## config.mk

```make
export PLATFORM = sky130hd
export DESIGN_NAME = csr_write_unit
export DESIGN_NICKNAME = d
export VERILOG_FILES = /design/src/rtl/csr_pkg.sv /design/src/rtl/csr_alu.sv /design/src/rtl/csr_write_unit.sv
export SDC_FILE = /design/constraint.sdc
export NUM_CORES = 1
export LEC_CHECK = 0
export ABC_AREA = 1
export BUFFER_PORTS_ARGS = -buffer_cell sky130_fd_sc_hd__clkbuf_2
export CELL_PAD_IN_SITES_DETAIL_PLACEMENT = 0
export CELL_PAD_IN_SITES_GLOBAL_PLACEMENT = 1
export CORE_MARGIN = 3
export CORE_UTILIZATION = 37
export CTS_CLUSTER_SIZE = 24
export DETAILED_ROUTE_END_ITERATION = 8
export PLACE_DENSITY_LB_ADDON = 0.1
export SYNTH_ARGS = -nofsm -noshare
export SYNTH_HDL_FRONTEND = slang
export SYNTH_SLANG_ARGS = --single-unit
```

## constraint.sdc

```tcl
create_clock -name clk -period 6 [get_ports clk]
set_input_delay 0.6 -clock clk [delete_from_list [all_inputs] [get_ports clk]]
set_output_delay 0.6 -clock clk [all_outputs]
set_load 0.01 [all_outputs]
```

## src/rtl/csr_pkg.sv

```systemverilog
// Shared constants and types for the machine-mode CSR write unit.
package csr_pkg;

  localparam logic [11:0] ADDR_MSTATUS = 12'h300;
  localparam logic [11:0] ADDR_MIE     = 12'h304;
  localparam logic [11:0] ADDR_MTVEC   = 12'h305;
  localparam logic [11:0] ADDR_MEPC    = 12'h341;
  localparam logic [11:0] ADDR_MCAUSE  = 12'h342;
  localparam logic [11:0] ADDR_MIP     = 12'h344;

  localparam logic [2:0] F3_RW  = 3'b001;
  localparam logic [2:0] F3_RS  = 3'b010;
  localparam logic [2:0] F3_RC  = 3'b011;
  localparam logic [2:0] F3_RWI = 3'b101;
  localparam logic [2:0] F3_RSI = 3'b110;
  localparam logic [2:0] F3_RCI = 3'b111;

  typedef enum logic {
    RUN   = 1'b0,
    SLEEP = 1'b1
  } state_t;

  localparam logic [31:0] MCAUSE_EXT = 32'h8000_000B;
  localparam logic [31:0] MCAUSE_TMR = 32'h8000_0007;

  localparam int unsigned MSTATUS_MIE  = 3;
  localparam int unsigned MSTATUS_MPIE = 7;
  localparam int unsigned MIE_MTIE     = 7;
  localparam int unsigned MIE_MEIE     = 11;

  localparam logic [31:0] MSTATUS_WMASK = 32'h0000_0088;
  localparam logic [31:0] MIE_WMASK     = 32'h0000_0880;
  localparam logic [31:0] ALIGN_MASK    = 32'hFFFF_FFFC;

endpackage

```

## src/rtl/csr_alu.sv

```systemverilog
// Combinational read-modify-write value and write-intent for CSRRW/RS/RC(I).
module csr_alu
  import csr_pkg::*;
(
  input  logic [2:0]  funct3,
  input  logic [4:0]  rs1_idx,
  input  logic [31:0] rs1_data,
  input  logic [31:0] old,
  output logic [31:0] new_val,
  output logic        wr_intent
);

  logic [31:0] src;

  // Select operand and compute the updated CSR value.
  always_comb begin
    src       = funct3[2] ? {27'b0, rs1_idx} : rs1_data;
    new_val   = old;
    wr_intent = 1'b0;
    case (funct3)
      F3_RW, F3_RWI: begin
        new_val   = src;
        wr_intent = 1'b1;
      end
      F3_RS, F3_RSI: begin
        new_val   = old | src;
        wr_intent = (rs1_idx != '0);
      end
      F3_RC, F3_RCI: begin
        new_val   = old & ~src;
        wr_intent = (rs1_idx != '0);
      end
      default: ;
    endcase
  end

endmodule

```

## src/rtl/csr_write_unit.sv

```systemverilog
// Machine-mode CSR write side: CSR ops in EX, interrupt entry, MRET and WFI sleep.
module csr_write_unit
  import csr_pkg::*;
#(
  parameter logic [31:0] MTVEC_RST = 32'h0000_0000,
  parameter bit          IRQ_EN    = 1'b1
) (
  input  logic        clk,
  input  logic        rst,
  input  logic        stall,
  input  logic        csr_valid,
  input  logic [2:0]  funct3,
  input  logic [11:0] csr_addr,
  input  logic [4:0]  rs1_idx,
  input  logic [31:0] rs1_data,
  input  logic [31:0] pc,
  input  logic        mret,
  input  logic        wfi,
  input  logic        ext_irq,
  input  logic        tmr_irq,
  output logic [31:0] csr_rdata,
  output logic        csr_illegal,
  output logic        redirect,
  output logic [31:0] redirect_pc,
  output logic        wfi_sleep
);

  state_t      state, state_nxt;
  logic        st_mie, st_mpie, ie_meie, ie_mtie;
  logic [31:0] mtvec_q, mepc_q, mcause_q, wake_pc;
  logic [31:0] mstatus_rd, mie_rd, mip_rd, old_val, new_val, trap_pc;
  logic        impl, ro_space, wr_intent;
  logic        ext_hit, irq_src, irq_pend, run_go, take_trap, commit, illegal, wr_en;
  logic        mret_go, wfi_go, wake, trap_sleep, trap_any;

  assign mstatus_rd = {19'b0, 2'b11, 3'b0, st_mpie, 3'b0, st_mie, 3'b0};
  assign mie_rd     = {20'b0, ie_meie, 3'b0, ie_mtie, 7'b0};
  assign mip_rd     = {20'b0, ext_irq, 3'b0, tmr_irq, 7'b0};

  // Current CSR value and whether the address is implemented here.
  always_comb begin
    impl    = 1'b1;
    old_val = '0;
    case (csr_addr)
      ADDR_MSTATUS: old_val = mstatus_rd;
      ADDR_MIE:     old_val = mie_rd;
      ADDR_MTVEC:   old_val = mtvec_q;
      ADDR_MEPC:    old_val = mepc_q;
      ADDR_MCAUSE:  old_val = mcause_q;
      ADDR_MIP:     old_val = mip_rd;
      default:      impl    = 1'b0;
    endcase
  end

  csr_alu u_alu (
    .funct3    (funct3),
    .rs1_idx   (rs1_idx),
    .rs1_data  (rs1_data),
    .old       (old_val),
    .new_val   (new_val),
    .wr_intent (wr_intent)
  );

  // Interrupt qualification shared by RUN (trap) and SLEEP (wake) handling;
  // wake ignores the global MIE, trap entry needs it.
  assign ext_hit    = ie_meie & ext_irq;
  assign irq_src    = IRQ_EN & (ext_hit | (ie_mtie & tmr_irq));
  assign irq_pend   = irq_src & st_mie;
  assign run_go     = (state == RUN) & ~stall;
  assign take_trap  = run_go & irq_pend;
  assign commit     = csr_valid & run_go & ~take_trap;
  assign mret_go    = mret & run_go & ~take_trap;
  assign wfi_go     = wfi & run_go & ~take_trap;
  assign wake       = (state == SLEEP) & irq_src;
  assign trap_sleep = wake & st_mie;
  assign trap_any   = take_trap | trap_sleep;
  assign trap_pc    = take_trap ? pc : wake_pc;

  assign ro_space = (csr_addr[11:10] == 2'b11);
  assign illegal  = commit & (ro_space ? wr_intent : ~impl);
  assign wr_en    = commit & ~illegal & ~ro_space & wr_intent;

  // State register.
  always_ff @(posedge clk or posedge rst) begin
    if (rst) state <= RUN;
    else     state <= state_nxt;
  end

  // Next-state and sleep indication.
  always_comb begin
    state_nxt = state;
    wfi_sleep = 1'b0;
    case (state)
      RUN: begin
        if (wfi_go) state_nxt = SLEEP;
      end
      SLEEP: begin
        wfi_sleep = 1'b1;
        if (wake) state_nxt = RUN;
      end
      default: state_nxt = RUN;
    endcase
  end

  // CSR storage: trap entry beats MRET, which beats a CSR write.
  always_ff @(posedge clk or posedge rst) begin
    if (rst) begin
      st_mie   <= 1'b0;
      st_mpie  <= 1'b0;
      ie_meie  <= 1'b0;
      ie_mtie  <= 1'b0;
      mtvec_q  <= MTVEC_RST & ALIGN_MASK;
      mepc_q   <= '0;
      mcause_q <= '0;
    end else if (trap_any) begin
      mepc_q   <= trap_pc & ALIGN_MASK;
      mcause_q <= ext_hit ? MCAUSE_EXT : MCAUSE_TMR;
      st_mpie  <= st_mie;
      st_mie   <= 1'b0;
    end else if (mret_go) begin
      st_mie   <= st_mpie;
      st_mpie  <= 1'b1;
    end else if (wr_en) begin
      case (csr_addr)
        ADDR_MSTATUS: begin
          st_mie  <= new_val[MSTATUS_MIE];
          st_mpie <= new_val[MSTATUS_MPIE];
        end
        ADDR_MIE: begin
          ie_meie <= new_val[MIE_MEIE];
          ie_mtie <= new_val[MIE_MTIE];
        end
        ADDR_MTVEC:  mtvec_q  <= new_val & ALIGN_MASK;
        ADDR_MEPC:   mepc_q   <= new_val & ALIGN_MASK;
        ADDR_MCAUSE: mcause_q <= new_val;
        default: ;
      endcase
    end
  end

  // Return address captured when entering sleep.
  always_ff @(posedge clk or posedge rst) begin
    if (rst)         wake_pc <= '0;
    else if (wfi_go) wake_pc <= pc + 32'd4;
  end

  // Registered result, illegal pulse and fetch redirect.
  always_ff @(posedge clk or posedge rst) begin
    if (rst) begin
      csr_rdata   <= '0;
      csr_illegal <= 1'b0;
      redirect    <= 1'b0;
      redirect_pc <= '0;
    end else begin
      csr_rdata   <= (commit & ~illegal & ~ro_space) ? old_val : '0;
      csr_illegal <= illegal;
      redirect    <= trap_any | mret_go;
      redirect_pc <= trap_any ? mtvec_q : (mret_go ? mepc_q : '0);
    end
  end

endmodule

```

# Word level (Yosys, flattened, before mapping)
# Index checks and enable logic that the tools add are counted.
# op_classes
n_eq_ne	14
reduce_logical	16
muxes	31
bitwise	31
n_shift	0
add_sub_neg	1
mul	0
order_cmp	0
div	0
# op_table
operator	n
two-way mux 32 bit	13
case mux 32 bit (6 select lines)	1
case mux 32 bit (3 select lines)	1
== test 12 x 10 -> 1 bit (second input constant)	6
adder 32 x 3 -> 32 bit (second input constant)	1
bitwise AND 32 bit	1
NOT 32 bit	1
bitwise OR 32 bit	1
bitwise AND 1 bit	17
two-way mux 1 bit	13
== test 3 bit (second input constant)	3
NOT 1 bit	8
AND reduction 4 bit	2
== test 3 x 2 -> 1 bit (second input constant)	2
AND reduction 3 bit	2
nonzero test 2 bit	3
nonzero test 3 bit	2
OR reduction 2 bit	3
OR reduction 6 bit	1
nonzero test 5 bit	1
two-way mux 4 bit	1
case mux 1 bit (2 select lines)	2
OR reduction 4 bit	1
== test 3 x 1 -> 1 bit (second input constant)	1
other kinds (4)	6
# word_totals
latchBits	0
in_bits	92
regBits	197
output_inout_bits	67
ram_bits	0
romBits	0
wordCells	106
memories	0

# Depth between registers and ports, before layout
# Gate-level depths: netlist (run 1).
# logic_depth
ltp_word	14
ltp_mapped	16
depth_no_buf	14

# Hierarchy
# From an unflattened synthesis (run 1), not the netlist that was laid out.
# unflattened
cells_unflattened	1408
hier_area_um2	10543.9
# by_module_without_submodules
mod	n_inst	area_each_um2	cells_each
csr_write_unit	1	9550.4	1210
csr_alu	1	993.5	198

# Least setup slack after synthesis (run 1)
# No wires, ideal clock.
# synth_path
kind	input -> register
from	in pc[2]
to	reg wake_pc[30]
path_slack_ns	3.880
arrival_ns	2.003
cell_stages	12
n_path_buf	0
required_ns	5.882
cell_sequence	ha_1 > nand3_1 > nor2_1 > nand2_1 > nor2_1 > nand2_1 > nor3_1 > nand2_1 > nor2_1 > nand2_1 > nand3_1 > nand2_1
# synth_via
elab_chain_len	1
# synth_lines
item	line_no	rtl
start: declaration	csr_write_unit.sv:16	input logic [31:0] pc,
adder 32 x 3 -> 32 bit	csr_write_unit.sv:144	else if (wfi_go) wake_pc <= pc + 32'd4;
end signal: assignment	csr_write_unit.sv:144	
end: declaration	csr_write_unit.sv:30	logic [31:0] mtvec_q, mepc_q, mcause_q, wake_pc;
# No other way between the ends.
# A chain may end at the register's enable or synchronous reset.

# Worst setup path in the final report (run 1)
# layout_path
from	in csr_addr[3]
to	reg mtvec_q[29]
# layout_via
elab_chain_len	11
# layout_lines
item	line_no	rtl
start: declaration	csr_write_unit.sv:13	input logic [11:0] csr_addr,
== test 12 x 10 -> 1 bit (on tied branches)	csr_write_unit.sv:44, csr_write_unit.sv:124	
OR reduction 6 bit (no line)	--	
two-way mux 1 bit	csr_write_unit.sv:44	case (csr_addr)
NOT 1 bit	csr_write_unit.sv:80	assign illegal = commit & (ro_space ? wr_intent : ~impl);
two-way mux 1 bit	csr_write_unit.sv:80	
bitwise AND 1 bit	csr_write_unit.sv:80	
NOT 1 bit	csr_write_unit.sv:81	assign wr_en = commit & ~illegal & ~ro_space & wr_intent;
bitwise AND 1 bit (3 in series)	csr_write_unit.sv:81	
AND reduction 4 bit (no line)	--	
end signal: assignment	csr_write_unit.sv:112	mtvec_q <= MTVEC_RST & ALIGN_MASK;
end signal: assignment	csr_write_unit.sv:133	ADDR_MTVEC: mtvec_q <= new_val & ALIGN_MASK;
end: declaration	csr_write_unit.sv:30	
# Several ways; a longest one is shown, not always the timed one.

==> results of run 1 <==
## worst min path at each step
stage               slack, ps  cells after the start                       to                    start
finish                    360                      2  mtvec_q[10]$_DFFE_PP0P_                      rst
global route              390                      2   wake_pc[2]$_DFFE_PP0P_                    pc[2]
CTS                       390                      2   wake_pc[2]$_DFFE_PP0P_                    pc[2]
detailed placement        460                      2  mtvec_q[12]$_DFFE_PP0P_  mtvec_q[12]$_DFFE_PP0P_
global placement          460                      2  wake_pc[25]$_DFFE_PP0P_  wake_pc[25]$_DFFE_PP0P_
floorplan                 440                      2   wake_pc[3]$_DFFE_PP0P_   wake_pc[3]$_DFFE_PP0P_
## critical path, delay by kind of cell
family | cells | cell delay (ps)
buf+inv | 3 | 1150
simple gates | 10 | 2040
## synthesized netlist by cell type, drive strengths merged (2+ instances only)
library cell / count
nor3: 12
nand2: 593
a31oi: 23
clkinv: 3
nor2: 72
a32oi: 2
a22o: 22
xnor2: 2
a21oi: 30
dfrtp: 191
o211ai: 14
o21ai: 67
buf: 35
nand3: 205
nor3b: 2
inv: 112
xor2: 16
nand4: 2
clkbuf: 43
nor4: 5
## metrics by stage
stage                     power, mW  hold WS, ps  area, µm²  cells  util (%)
after detailed placement      1.670        464.9      11470   1920     41.99
final                         2.780        363.2      12050   1953     44.10
after CTS                     2.811        385.4      12050   1952     44.09
after global routing          2.901        385.4      12050   1953     44.10
after floorplan               1.560        443.7      10430   1457         -
after global placement        1.668        459.3      11470   1920     41.99
## logic make-up after synthesis
family / synth area share (%)
AND/OR/NAND/NOR: 35.82
buffers and inverters: 7.464
flip-flops: 45.84
AO/OA/AOI/OAI: 9.204
XOR/XNOR: 1.512
adder cells (fa/ha/maj): 0.1200
other: 0.03597
## routing by layer
metal | global-route usage, % | vias to the layer above
li1 | - | 4902
met1 | 34.19 | 4749
met2 | 40.32 | 325
met3 | 3.526 | 36
met4 | 5.563 | 0
met5 | 0 | -
## report_power, final
part	switching (mW)	internal [mW]
sequential	0.0308	1.35
clock	0.582	0.554
combinational	0.187	0.0819
total	0.799	1.98
## area by class of cell
class                      instances  area, µm²
antenna                            1      2.502
clock buffer                      17      425.4
clock inverter                    15      150.1
fill                            2936      15270
inverter                         115      439.2
multi-input combinational       1073       4906
sequential                       191       4780
tap                              372      465.4
timing repair buffer             169      883.3
## sequential cells by signal, summed over array words and instances (netlist names), 30 cells and up
register and cells:
redirect_pc 30, csr_rdata 32, mcause_q 32, mepc_q 30, mtvec_q 30, wake_pc 30
==> Implementation_results.wiki, run 1 <==
{| class="wikitable"
! Metric !! Value
|-
| Arrival time at the worst endpoint || 3790 ps
|-
| Ordered cell list for the critical path || clkbuf_2, nor2_2, nand3_2, nor2_4, nand2_1, inv_2, nor2_1, nand2_2, nand3_4, nor3_4, buf_4, nand2_1, nand2_1
|-
| Reported max-cap violation count || 0
|-
| Mean area per synthesized cell || 7.161 µm²
|-
| Drt first pass iters || 5
|-
| Number of buffers inserted to repair setup after CTS || 0
|-
| Number of register bits inferred by synthesis || 191
|-
| Peak fanout along the critical path || 32
|-
| DR iter-0 viols || 833
|-
| Setup slack of the worst register-to-register path || 2590 ps
|-
| Max H-tree Level || 4
|-
| Number of I/O pins || 159
|-
| Clock tree from TritonCTS || built
|-
| Total global routing track utilization || 24.45%
|-
| Antenna viol nets, final || 0
|-
| Clock network latency to the later pin of the worst-skew pair || 440 ps
|-
| Clock tree skew after final layout || 17.47 ps
|-
| Longest individual stage delay on the worst path || 620 ps
|-
| Area of the mapped netlist || 0.01043 mm²
|-
| Via count normalized by instance count || 5.126
|-
| Nature of the critical path startpoint || primary input
|-
| Most frequent cell on the critical path || nand2_1
|-
| CP Data Required Time || 6370 ps
|-
| Grt ovf || 0
|-
| Tightest slew margin relative to the limit || 28.58%
|-
| DR vias || 10012
|-
| CTS Buf Count || 17
|-
| Synthesized instance count || 1456
|-
| Setup repair after global routing missed its margin || false
|-
| Most instantiated flip-flop cell in the synthesis netlist || dfrtp_1
|-
| Fraction of layout cells with a size suffix above 1 || 14.43%
|-
| Maximum operating frequency || 292.3 MHz
|-
| Number of nets in the finished design || 1660
|-
| Class of the worst hold path || in -> async
|-
| Fraction of the yosys area taken by sequential cells || 45.84%
|-
| Leading cell types by total area after synthesis || dfrtp_1, nand2_1, nand3_1
|-
| Final setup vio count || 0
|-
| Last element of the critical path || mtvec_q[29]$_DFFE_PP0P_
|-
| Largest net degree at the start of global routing || 138
|-
| Area leader, netlist || dfrtp_1
|-
| Final weighted congestion of routability-driven global placement || 0.8516
|-
| First-pass GRT wire length || 57.21 mm
|-
| Met3 Wirelength || 2.226 mm
|-
| Kind of end point of the critical path || flip-flop
|-
| Die width || 173.9 µm
|-
| Total count of max-transition violations in the final report || 0
|-
| Final total negative setup slack || 0 ps
|-
| Setup slack after layout || 2579 ps
|-
| Vias in the first global route || 9707
|-
| WL per Instance || 18.94 µm
|-
| HPWL reported at the end of detailed placement || 24.02 mm
|-
| CTS Hold Buffers Added || 0
|-
| Count of buffers inserted at the top-level ports || 154
|-
| Synthesis Warnings || 0
|-
| Clock root cell || clkbuf_16
|-
| Antenna violations before repair || 1
|-
| Pwr Density || 230.7 mW/mm²
|-
| CTS clock-pin slew for the worst setup and hold paths || 80 ps
|-
| # resized after CTS || 0
|-
| Remaining DRCs || 0
|-
| Period minus WS final || 3421 ps
|-
| Post-Place Worst Slack || 2128 ps
|-
| Die height || 173.9 µm
|-
| Launching element of the worst setup path || csr_addr[3]
|-
| Die outline area || 0.03023 mm²
|-
| Run status || complete, no violations
|-
| Most frequent cells in the layout || nand2_1, nand3_1, dfrtp_1, clkbuf_2, inv_1
|-
| Leakage power || 6.530 nW
|-
| Share of the synthesized area in the top cell type || 45.84%
|-
| Layout Area Growth over Synthesis || 15.59%
|-
| Core Rows || 60
|-
| Category of the critical setup timing path || in -> reg
|-
| Leading cell type in the layout, fill and taps excluded || nand2_1
|-
| Worst r2r src || state$_DFF_PP0_
|-
| Final hold viol count || 0
|-
| Total routed wirelength || 37.00 mm
|-
| Routed length on met1 || 16.92 mm
|-
| Pin slew with the least headroom to its limit || 1070 ps
|-
| Depth of the most critical reg-to-reg path || 9
|-
| Share of flip-flops with an asynchronous set or reset || 100.0%
|-
| Effective utilization at floorplan || 38.15%
|-
| Distinct cell type count of the synthesized netlist || 37
|-
| Top Layer Used || met4
|-
| Reg-to-Reg End || mcause_q[31]$_DFFE_PP0P_
|-
| Placeable core area || 0.02733 mm²
|-
| Number of synthesized flops with an enable pin || 0
|-
| Maximum buffer depth of the clock tree || 2
|-
| Number of sinks handled by clock tree synthesis || 191
|-
| Met2 wirelength from detailed routing || 17.24 mm
|-
| Crit path max-delay cell type || nor3_4
|-
| Maximum vdd drop || 0.1696 mV
|-
| Final critical-path share of the clock period || 57.02%
|}
No activity file was read; power rests on OpenSTA's default activity.
==> inputs of run 2 (changes only) <==
- CORE_UTILIZATION: 37 -> 41
- clock period: 6 -> 3.5 ns (I/O delays scaled with it)
==> run 2 against run 1 <==
Non-clock buffer count increased by 17. Utilization increased by 5.4 points. Sequential share of layout area decreased by 0.54 points. Hold slack got worse by 270 ps. Routed wire length decreased by 5.4%. Register-to-register slack got worse by 1700 ps. First-iteration DRC count increased by 17%. Critical endpoint is now mepc_q[13]$_DFFE_PP0P_. Global-route usage increased by 1.8 points.
==> Implementation_results.wiki, run 2 (synthesis results as in run 1) <==
{| class="wikitable"
! Metric !! Value
|-
| Run status || complete, no violations
|-
| Setup slack of the worst register-to-register path || 940 ps
|-
| Pwr Density || 403.2 mW/mm²
|-
| Largest registers || csr_rdata x32, mcause_q x32
|-
| Clock network latency to the later pin of the worst-skew pair || 450 ps
|-
| Class of the worst hold path || in -> async
|-
| Drt first pass iters || 6
|-
| Worst r2r src || state$_DFF_PP0_
|-
| First-pass GRT wire length || 54.52 mm
|-
| Clock tree from TritonCTS || built
|-
| Leakage power || 6.653 nW
|-
| Total routed wirelength || 34.98 mm
|-
| Die width || 165.5 µm
|-
| Maximum buffer depth of the clock tree || 2
|-
| Number of buffers inserted to repair setup after CTS || 0
|-
| Nature of the critical path startpoint || flip-flop
|-
| Core Rows || 57
|-
| Final hold viol count || 0
|-
| Grt ovf || 0
|-
| Max H-tree Level || 4
|-
| Final weighted congestion of routability-driven global placement || 0.8780
|-
| Pin slew with the least headroom to its limit || 946.8 ps
|-
| # resized after CTS || 0
|-
| Period minus WS final || 2564 ps
|-
| Clock tree skew after final layout || 15.03 ps
|-
| Most frequent cells in the layout || nand2_1, nand3_1, dfrtp_1, clkbuf_2, inv_1
|-
| Vias in the first global route || 9545
|-
| Leading cell type in the layout, fill and taps excluded || nand2_1
|-
| Layout Area Growth over Synthesis || 17.18%
|-
| Antenna viol nets, final || 0
|-
| Number of I/O pins || 159
|-
| WL per Instance || 18.21 µm
|-
| Arrival time at the worst endpoint || 2940 ps
|-
| Effective utilization at floorplan || 42.25%
|-
| Final critical-path share of the clock period || 73.26%
|-
| Maximum operating frequency || 390.0 MHz
|-
| Summed area of non-filler cells in the final layout || 0.01222 mm²
|-
| Final setup vio count || 0
|-
| Final total negative setup slack || 0 ps
|-
| DR vias || 9987
|-
| Remaining DRCs || 0
|-
| Via count normalized by instance count || 5.199
|-
| Peak fanout along the critical path || 57
|-
| Multi-input gate area || 0.004893 mm²
|-
| Total count of max-transition violations in the final report || 0
|-
| Crit path max-delay cell type || dfrtp_1
|-
| Number of sinks handled by clock tree synthesis || 191
|-
| Category of the critical setup timing path || reg -> reg
|-
| Post-placement cell area || 0.01157 mm²
|-
| Filler Cells Inserted || 2563
|-
| DR iter-0 viols || 977
|-
| CTS clock-pin slew for the worst setup and hold paths || 80 ps
|-
| Maximum vdd drop || 0.2582 mV
|-
| Largest net degree at the start of global routing || 83
|-
| Placeable core area || 0.02468 mm²
|-
| Die outline area || 0.02738 mm²
|-
| CP Data Required Time || 3880 ps
|-
| Reg area || 0.004780 mm²
|-
| Clock root cell || clkbuf_16
|-
| CTS Hold Buffers Added || 0
|-
| Ordered cell list for the critical path || inv_1, nand2_1, nand2_4, buf_4, nand2_1, nand2_2, buf_4, nand2_1, nand2_1
|-
| Reg-to-Reg End || mepc_q[13]$_DFFE_PP0P_
|-
| Inserted Diodes || 0
|-
| Fraction of layout cells with a size suffix above 1 || 15.03%
|-
| Depth of the most critical reg-to-reg path || 9
|-
| Kind of end point of the critical path || flip-flop
|-
| Total global routing track utilization || 26.22%
|-
| Tightest slew margin relative to the limit || 36.75%
|-
| Antenna violations before repair || 0
|-
| Number of nets in the finished design || 1677
|-
| CTS Buf Count || 17
|-
| Count of buffers inserted at the top-level ports || 154
|-
| Reported max-cap violation count || 0
|-
| HPWL reported at the end of detailed placement || 23.78 mm
|-
| Longest individual stage delay on the worst path || 650 ps
|-
| Most frequent cell on the critical path || nand2_1
|-
| Die height || 165.5 µm
|-
| Setup repair after global routing missed its margin || false
|}
## run 2: per-layer routing
layer | vias to the layer above | track usage [%] | part of all wire, %
met2 | 351 | 42.92 | 47
li1 | 4934 | - | -
met1 | 4651 | 35.85 | 43
met4 | 0 | 7.259 | 1.9
met3 | 51 | 4.714 | 7.4
met5 | - | 0 | 0
## run 2: final cells by class
type	instances	area share (%)
clock buffers	17	3.482
clock inverters	15	1.782
inverters	115	3.564
multi-input cells	1073	40.05
flip-flops and latches	191	39.12
well taps	324	3.318
repair buffers	186	8.684
## run 2: how the worst max path moves through the flow
| stage | endpoint | from | slack, ps |
|---|---|---|---|
| after CTS | mcause_q[0]$_DFFE_PP0P_ | state$_DFF_PP0_ | 940 |
| after detailed placement | mcause_q[31]$_DFFE_PP0P_ | csr_addr[7] | 730 |
| after floorplan | csr_illegal$_DFF_PP0_ | rst | 690 |
| after global placement | mcause_q[0]$_DFFE_PP0P_ | csr_addr[7] | 780 |
| after global routing | wake_pc[9]$_DFFE_PP0P_ | state$_DFF_PP0_ | 690 |
| final | mepc_q[13]$_DFFE_PP0P_ | state$_DFF_PP0_ | 940 |
## run 2: through the flow
step | util [%] | hold WS, ps | power (mW) | setup slack, ps | instances
final | 49.51 | 88.87 | 4.926 | 935.8 | 1921
after global routing | 49.51 | 156.5 | 5.137 | 689.6 | 1921
after global placement | 46.91 | 459.1 | 2.859 | 778.0 | 1889
after detailed placement | 46.91 | 467.6 | 2.865 | 734.5 | 1889
after CTS | 49.51 | 109.1 | 4.969 | 937.0 | 1921
after floorplan | - | 443.7 | 2.674 | 687.6 | 1457
## run 2: report_power, final
group	switching (mW)	internal, mW	total, mW
Combinational	0.314	0.148	0.462
Clock	1.05	1.06	2.10
Sequential	0.0529	2.31	2.36
Total	1.42	3.51	4.93
## run 2: critical path: cells and delay by family (launching register included)
kind	cells	cell delay (ps)
DFF	1	650
buffers and inverters	3	1080
and+or+nand+nor	6	730
